--- config.mk ---
export PLATFORM = sky130hd
export DESIGN_NAME = uv_sram_dp_arb
export DESIGN_NICKNAME = d
export VERILOG_FILES = /design/src/rtl/uv_sram_dp_arb_pkg.sv /design/src/rtl/uv_rr_pick.sv /design/src/rtl/uv_sram_dp_arb.sv
export SDC_FILE = /design/constraint.sdc
export NUM_CORES = 1
export LEC_CHECK = 0
export ABC_AREA = 1
export CAP_MARGIN = 20
export CORE_AREA = 5 5 181 183
export CTS_CLUSTER_DIAMETER = 50
export DETAILED_ROUTE_END_ITERATION = 10
export DIE_AREA = 0 0 186 188
export GPL_ROUTABILITY_DRIVEN = 0
export PLACE_DENSITY = 0.53
export SLEW_MARGIN = 10
export SYNTH_ARGS = -nofsm -noshare
export SYNTH_HDL_FRONTEND = slang
export SYNTH_SLANG_ARGS = --single-unit
--- constraint.sdc ---
create_clock -name clk -period 10.01 [get_ports clk]
set_input_delay 2.002 -clock clk [delete_from_list [all_inputs] [get_ports clk]]
set_output_delay 2.002 -clock clk [all_outputs]
set_load 0.05 [all_outputs]
--- src/rtl/uv_sram_dp_arb_pkg.sv ---
// Shared definitions for the dual-port SRAM arbiter: port-select encoding,
// tag layout constants and a wrap-around index helper.
package uv_sram_dp_arb_pkg;

    typedef enum logic {
        PORT_A = 1'b0,
        PORT_B = 1'b1
    } port_sel_e;

    localparam int PORT_NUM   = 2;
    localparam int TAG_PORT_W = 1;

    function automatic int wrap_inc(input int idx, input int n);
        return (idx + 1 >= n) ? 0 : idx + 1;
    endfunction

endpackage

--- src/rtl/uv_rr_pick.sv ---
// Round-robin find-first: first eligible request at or after start, wrapping,
// skipping requesters set in the exclude mask.
module uv_rr_pick #(
    parameter int N  = 4,
    parameter int IW = 2
) (
    input  logic [N-1:0]  req,
    input  logic [IW-1:0] start,
    input  logic [N-1:0]  excl,
    output logic [N-1:0]  grant,
    output logic [IW-1:0] idx,
    output logic          found
);

    logic [N-1:0] elig;

    generate
        for (genvar gi = 0; gi < N; gi++) begin : g_elig
            assign elig[gi] = req[gi] & ~excl[gi];
        end
    endgenerate

    always_comb begin
        int pos;
        pos   = 0;
        grant = '0;
        idx   = '0;
        found = 1'b0;
        for (int k = 0; k < N; k++) begin
            pos = int'(start) + k;
            if (pos >= N) pos = pos - N;
            if (!found && elig[pos]) begin
                found      = 1'b1;
                idx        = IW'(pos);
                grant[pos] = 1'b1;
            end
        end
    end

endmodule

--- src/rtl/uv_sram_dp_arb.sv ---
// Shares one dual-port SRAM between REQ_NUM requesters: up to two round-robin
// grants per cycle (ports A and B), read data returned one cycle after grant.
module uv_sram_dp_arb
    import uv_sram_dp_arb_pkg::*;
#(
    parameter int REQ_NUM = 4,
    parameter int RAM_AW  = 8,
    parameter int RAM_DW  = 32,
    parameter int RAM_MW  = RAM_DW / 8
) (
    input  logic                      clk,
    input  logic                      rst,
    input  logic [REQ_NUM-1:0]        req_vld,
    output logic [REQ_NUM-1:0]        req_rdy,
    input  logic [REQ_NUM-1:0]        req_we,
    input  logic [REQ_NUM*RAM_AW-1:0] req_addr,
    input  logic [REQ_NUM*RAM_DW-1:0] req_data,
    input  logic [REQ_NUM*RAM_MW-1:0] req_mask,
    output logic [REQ_NUM-1:0]        rsp_vld,
    output logic [REQ_NUM*RAM_DW-1:0] rsp_data,
    output logic                      cea,
    output logic                      wea,
    output logic [RAM_AW-1:0]         aa,
    output logic [RAM_DW-1:0]         da,
    output logic [RAM_MW-1:0]         ma,
    output logic                      ceb,
    output logic                      web,
    output logic [RAM_AW-1:0]         ab,
    output logic [RAM_DW-1:0]         db,
    output logic [RAM_MW-1:0]         mb,
    input  logic [RAM_DW-1:0]         qa,
    input  logic [RAM_DW-1:0]         qb
);

    localparam int REQ_IW = $clog2(REQ_NUM);

    logic [RAM_AW-1:0] addr_arr [REQ_NUM];
    logic [RAM_DW-1:0] data_arr [REQ_NUM];
    logic [RAM_MW-1:0] mask_arr [REQ_NUM];

    generate
        for (genvar gi = 0; gi < REQ_NUM; gi++) begin : g_unpack
            assign addr_arr[gi] = req_addr[gi*RAM_AW +: RAM_AW];
            assign data_arr[gi] = req_data[gi*RAM_DW +: RAM_DW];
            assign mask_arr[gi] = req_mask[gi*RAM_MW +: RAM_MW];
        end
    endgenerate

    logic [REQ_IW-1:0]  rr_ptr_reg, rr_ptr_next;
    logic [REQ_NUM-1:0] oh_a, oh_b;
    logic [REQ_IW-1:0]  idx_a, idx_b, start_b;
    logic               found_a, found_b;
    logic               conflict, gnt_a, gnt_b;

    uv_rr_pick #(.N(REQ_NUM), .IW(REQ_IW)) u_pick_a (
        .req   (req_vld),
        .start (rr_ptr_reg),
        .excl  ('0),
        .grant (oh_a),
        .idx   (idx_a),
        .found (found_a)
    );

    assign start_b = REQ_IW'(wrap_inc(int'(idx_a), REQ_NUM));

    uv_rr_pick #(.N(REQ_NUM), .IW(REQ_IW)) u_pick_b (
        .req   (req_vld),
        .start (start_b),
        .excl  (oh_a),
        .grant (oh_b),
        .idx   (idx_b),
        .found (found_b)
    );

    // A write may not share an address with the other port's access in one cycle.
    assign conflict = (addr_arr[idx_a] == addr_arr[idx_b]) && (req_we[idx_a] || req_we[idx_b]);
    assign gnt_a    = found_a && !rst;
    assign gnt_b    = found_b && !conflict && !rst;
    assign req_rdy  = ({REQ_NUM{gnt_a}} & oh_a) | ({REQ_NUM{gnt_b}} & oh_b);

    always_comb begin
        cea = gnt_a;
        wea = 1'b0;
        aa  = '0;
        da  = '0;
        ma  = '0;
        ceb = gnt_b;
        web = 1'b0;
        ab  = '0;
        db  = '0;
        mb  = '0;
        if (gnt_a) begin
            wea = req_we[idx_a];
            aa  = addr_arr[idx_a];
            da  = data_arr[idx_a];
            ma  = mask_arr[idx_a];
        end
        if (gnt_b) begin
            web = req_we[idx_b];
            ab  = addr_arr[idx_b];
            db  = data_arr[idx_b];
            mb  = mask_arr[idx_b];
        end
    end

    always_comb begin
        rr_ptr_next = rr_ptr_reg;
        if (gnt_b) begin
            rr_ptr_next = REQ_IW'(wrap_inc(int'(idx_b), REQ_NUM));
        end else if (gnt_a) begin
            rr_ptr_next = REQ_IW'(wrap_inc(int'(idx_a), REQ_NUM));
        end
    end

    // One tag slot per SRAM port; slot s records reads issued on that port.
    logic              tag_vld_reg  [PORT_NUM];
    logic [REQ_IW-1:0] tag_id_reg   [PORT_NUM];
    port_sel_e         tag_port_reg [PORT_NUM];

    always_ff @(posedge clk) begin
        if (rst) begin
            rr_ptr_reg <= '0;
            for (int s = 0; s < PORT_NUM; s++) begin
                tag_vld_reg[s]  <= 1'b0;
                tag_id_reg[s]   <= '0;
                tag_port_reg[s] <= PORT_A;
            end
        end else begin
            rr_ptr_reg      <= rr_ptr_next;
            tag_vld_reg[0]  <= gnt_a && !req_we[idx_a];
            tag_id_reg[0]   <= idx_a;
            tag_port_reg[0] <= PORT_A;
            tag_vld_reg[1]  <= gnt_b && !req_we[idx_b];
            tag_id_reg[1]   <= idx_b;
            tag_port_reg[1] <= PORT_B;
        end
    end

    logic [RAM_DW-1:0] q_sel [PORT_NUM];

    generate
        for (genvar gi = 0; gi < PORT_NUM; gi++) begin : g_qsel
            assign q_sel[gi] = (tag_port_reg[gi] == PORT_A) ? qa : qb;
        end
        // A requester holds at most one grant per cycle, so at most one slot hits.
        for (genvar gi = 0; gi < REQ_NUM; gi++) begin : g_rsp
            logic hit0, hit1;
            assign hit0 = tag_vld_reg[0] && (tag_id_reg[0] == REQ_IW'(gi));
            assign hit1 = tag_vld_reg[1] && (tag_id_reg[1] == REQ_IW'(gi));
            assign rsp_vld[gi] = !rst && (hit0 || hit1);
            assign rsp_data[gi*RAM_DW +: RAM_DW] = hit0 ? q_sel[0] : (hit1 ? q_sel[1] : '0);
        end
    endgenerate

endmodule
==> metrics.txt <==
status=complete, no violations; setup skew after layout=0.0008451 ns; Post-CTS Setup Inserts=0; CTS buffer count=3; TritonRoute pass-1 iters=5; Initial Util=0.2052; synth unique cells=41; unrepaired setup endpoints after global routing=no; Slew headroom=0.4466; Fin Hold WS=0.7382 ns; worst reg2reg setup slack=4.33 ns; Clock Pin Slew Worst Setup and Hold Paths=0.04 ns; layout cells sized above 1=0.09080; Tmin final=9.246 ns; gr usage total=0.2185; final wirelength=41720 um; measured slew at the worst slew-check pin=0.8301 ns; mapped cell area=6375 sq um; cell taking the most area after synthesis=o22ai_1; Async SR Flop Fraction=0; Placed Area=11850 sq um; Worst Path Required=8.01 ns; CTS H-tree depth=1; delay of the slowest critical-path stage=0.50 ns; Reg2Reg Depth=31; Final Hold Viols=0; Worst EP arrival=7.24 ns; clock latency on the worst-skew pair=0.23 ns; antenna-violating nets left=0; Tcrit/Tclk final=0.9237; Post-synth EDFFs=0; Routed WL per cell=20.60 um; cell area after layout=11950 sq um; Vias/cell=5.075; die area=34970 sq um; Seq cells post-synth=9; Syn. warnings=0; TritonCTS clock tree=built; fmax=108.2 MHz; Area growth syn-to-layout=87.38%; Hold Path Depth=4; sequential standard cell area=180.2 sq um; Critical Path Stages=31; antenna violations before repair=8; Max stage delay cell, worst path=clkdlybuf4s50_1; DRC Markers=0; num rows=65; I/O pin total=478; multi-input logic area=5015 sq um; most used flip-flop cell after synthesis=dfxtp_1; initial drt markers=644; clk sinks=9; Via Count=10276; Layout fillers=3343; syn_nets=1480; Crit. End Element=primary output; Die Height=188 um; Post-DP HPWL=32940 um; Final Slew Violations=0; count leader, synth=inv_1; Final setup violation count=0; Hold WC Path Type=register to register; vias in the first global route=9933; Final #Nets=1884; share of the synthesized area in the top cell type=0.1266; maximum fanout along the worst path=48; Seq/Total Area, Yosys=0.02826; Core ar.=31070 sq um; Port Buffers=477; largest net degree at the start of global routing=81; synthesized area per cell=5.242 sq um; dominant cells by area after synthesis=o22ai_1, inv_1, nand2_1; Die W=186 um; kind of critical path=primary input to primary output; first-pass GRT wire length=60290 um; CTS root buf=clkbuf_16; Max clock buf depth=2; Top delay family on crit path=simple AND/OR/NAND/NOR gates; maxcap violations=0; Gate Count Post-Synth=1216; Crit path top cell by count=nand2_1; setup tns final=0 ns; critical path buffer and inverter count=7; grt total ovfl=0; Startpoint Class=primary input; max reg flops=4; top cells by count, synth=inv_1, nand2_1, o21ai_0
path summary, 6_finish.rpt:
kind,end,start
max,db[25],req_vld[3]
min,rr_ptr_reg[1],rr_ptr_reg[1]
max reg2reg,rr_ptr_reg[1],rr_ptr_reg[0]
min reg2reg,rr_ptr_reg[1],rr_ptr_reg[1]
per-layer routing:
layer / global-route usage / vias up / part of all wire
met5: 0 / - / 0.00065
met4: 0.08100 / 4 / 0.040
met3: 0.07410 / 71 / 0.10
met2: 0.4058 / 499 / 0.51
met1: 0.2236 / 4687 / 0.35
li1: - / 5015 / -
metrics by stage:
| step | setup WS, ns | utilization | cells |
|---|---|---|---|
| finish | 0.7638 | 0.3845 | 2025 |
| CTS | 0.4976 | 0.3839 | 2021 |
| global placement | 0.6572 | 0.3813 | 2017 |
| floorplan | 1.384 | - | 1216 |
| detailed placement | 0.4949 | 0.3813 | 2017 |
| global route | 0.2530 | 0.3845 | 2025 |
kinds of logic (layout without fill, tap and decap cells):
kind of cell	count (synthesis)	in the layout	share of synthesized area
other	0	4	0
adders and majority gates	14	14	0.02748
DFF	9	9	0.02826
AOI/OAI and AO/OA	455	455	0.4188
and+or+nand+nor	438	438	0.3337
xor gates and xnor gates	1	1	0.001374
buffers and inverters	299	702	0.1904
worst register-to-register path, delay by kind of cell (launching register included):
kind            cells  cell delay (ns)
compound gates      2             0.44
flops               1             0.61
fa+ha+maj           2             0.73
simple gates       21             3.00
buf+inv             6             0.86
cell usage in the layout, fill, tap and decap left out, types with 14 or more instances in the layout:
master,n
o21ai_0,137
nor2_1,87
buf_4,27
nor3_1,34
ha_1,14
clkdlybuf4s50_1,427
nand3_1,71
inv_1,191
nor3_2,30
buf_12,47
o22ai_1,129
nand2_1,186
a21oi_1,113
a211oi_1,42
final cells by class:
type,count,area share
antenna,4,0.0008380
clock buffer,3,0.006285
clock inverter,1,0.0004190
inverter,197,0.06190
multi-input combinational,908,0.4198
sequential,9,0.01508
tap,402,0.04211
timing repair buffer,501,0.4535
timing repair:
item,4_1_cts,5_1_grt
endpoints found under the setup margin,0,1
hold buffers,0,0
gates resized for setup,0,1
Power is left out: the tool's default activity adds up to more than one toggle a clock period on the data nets, which glitch-free logic cannot reach.
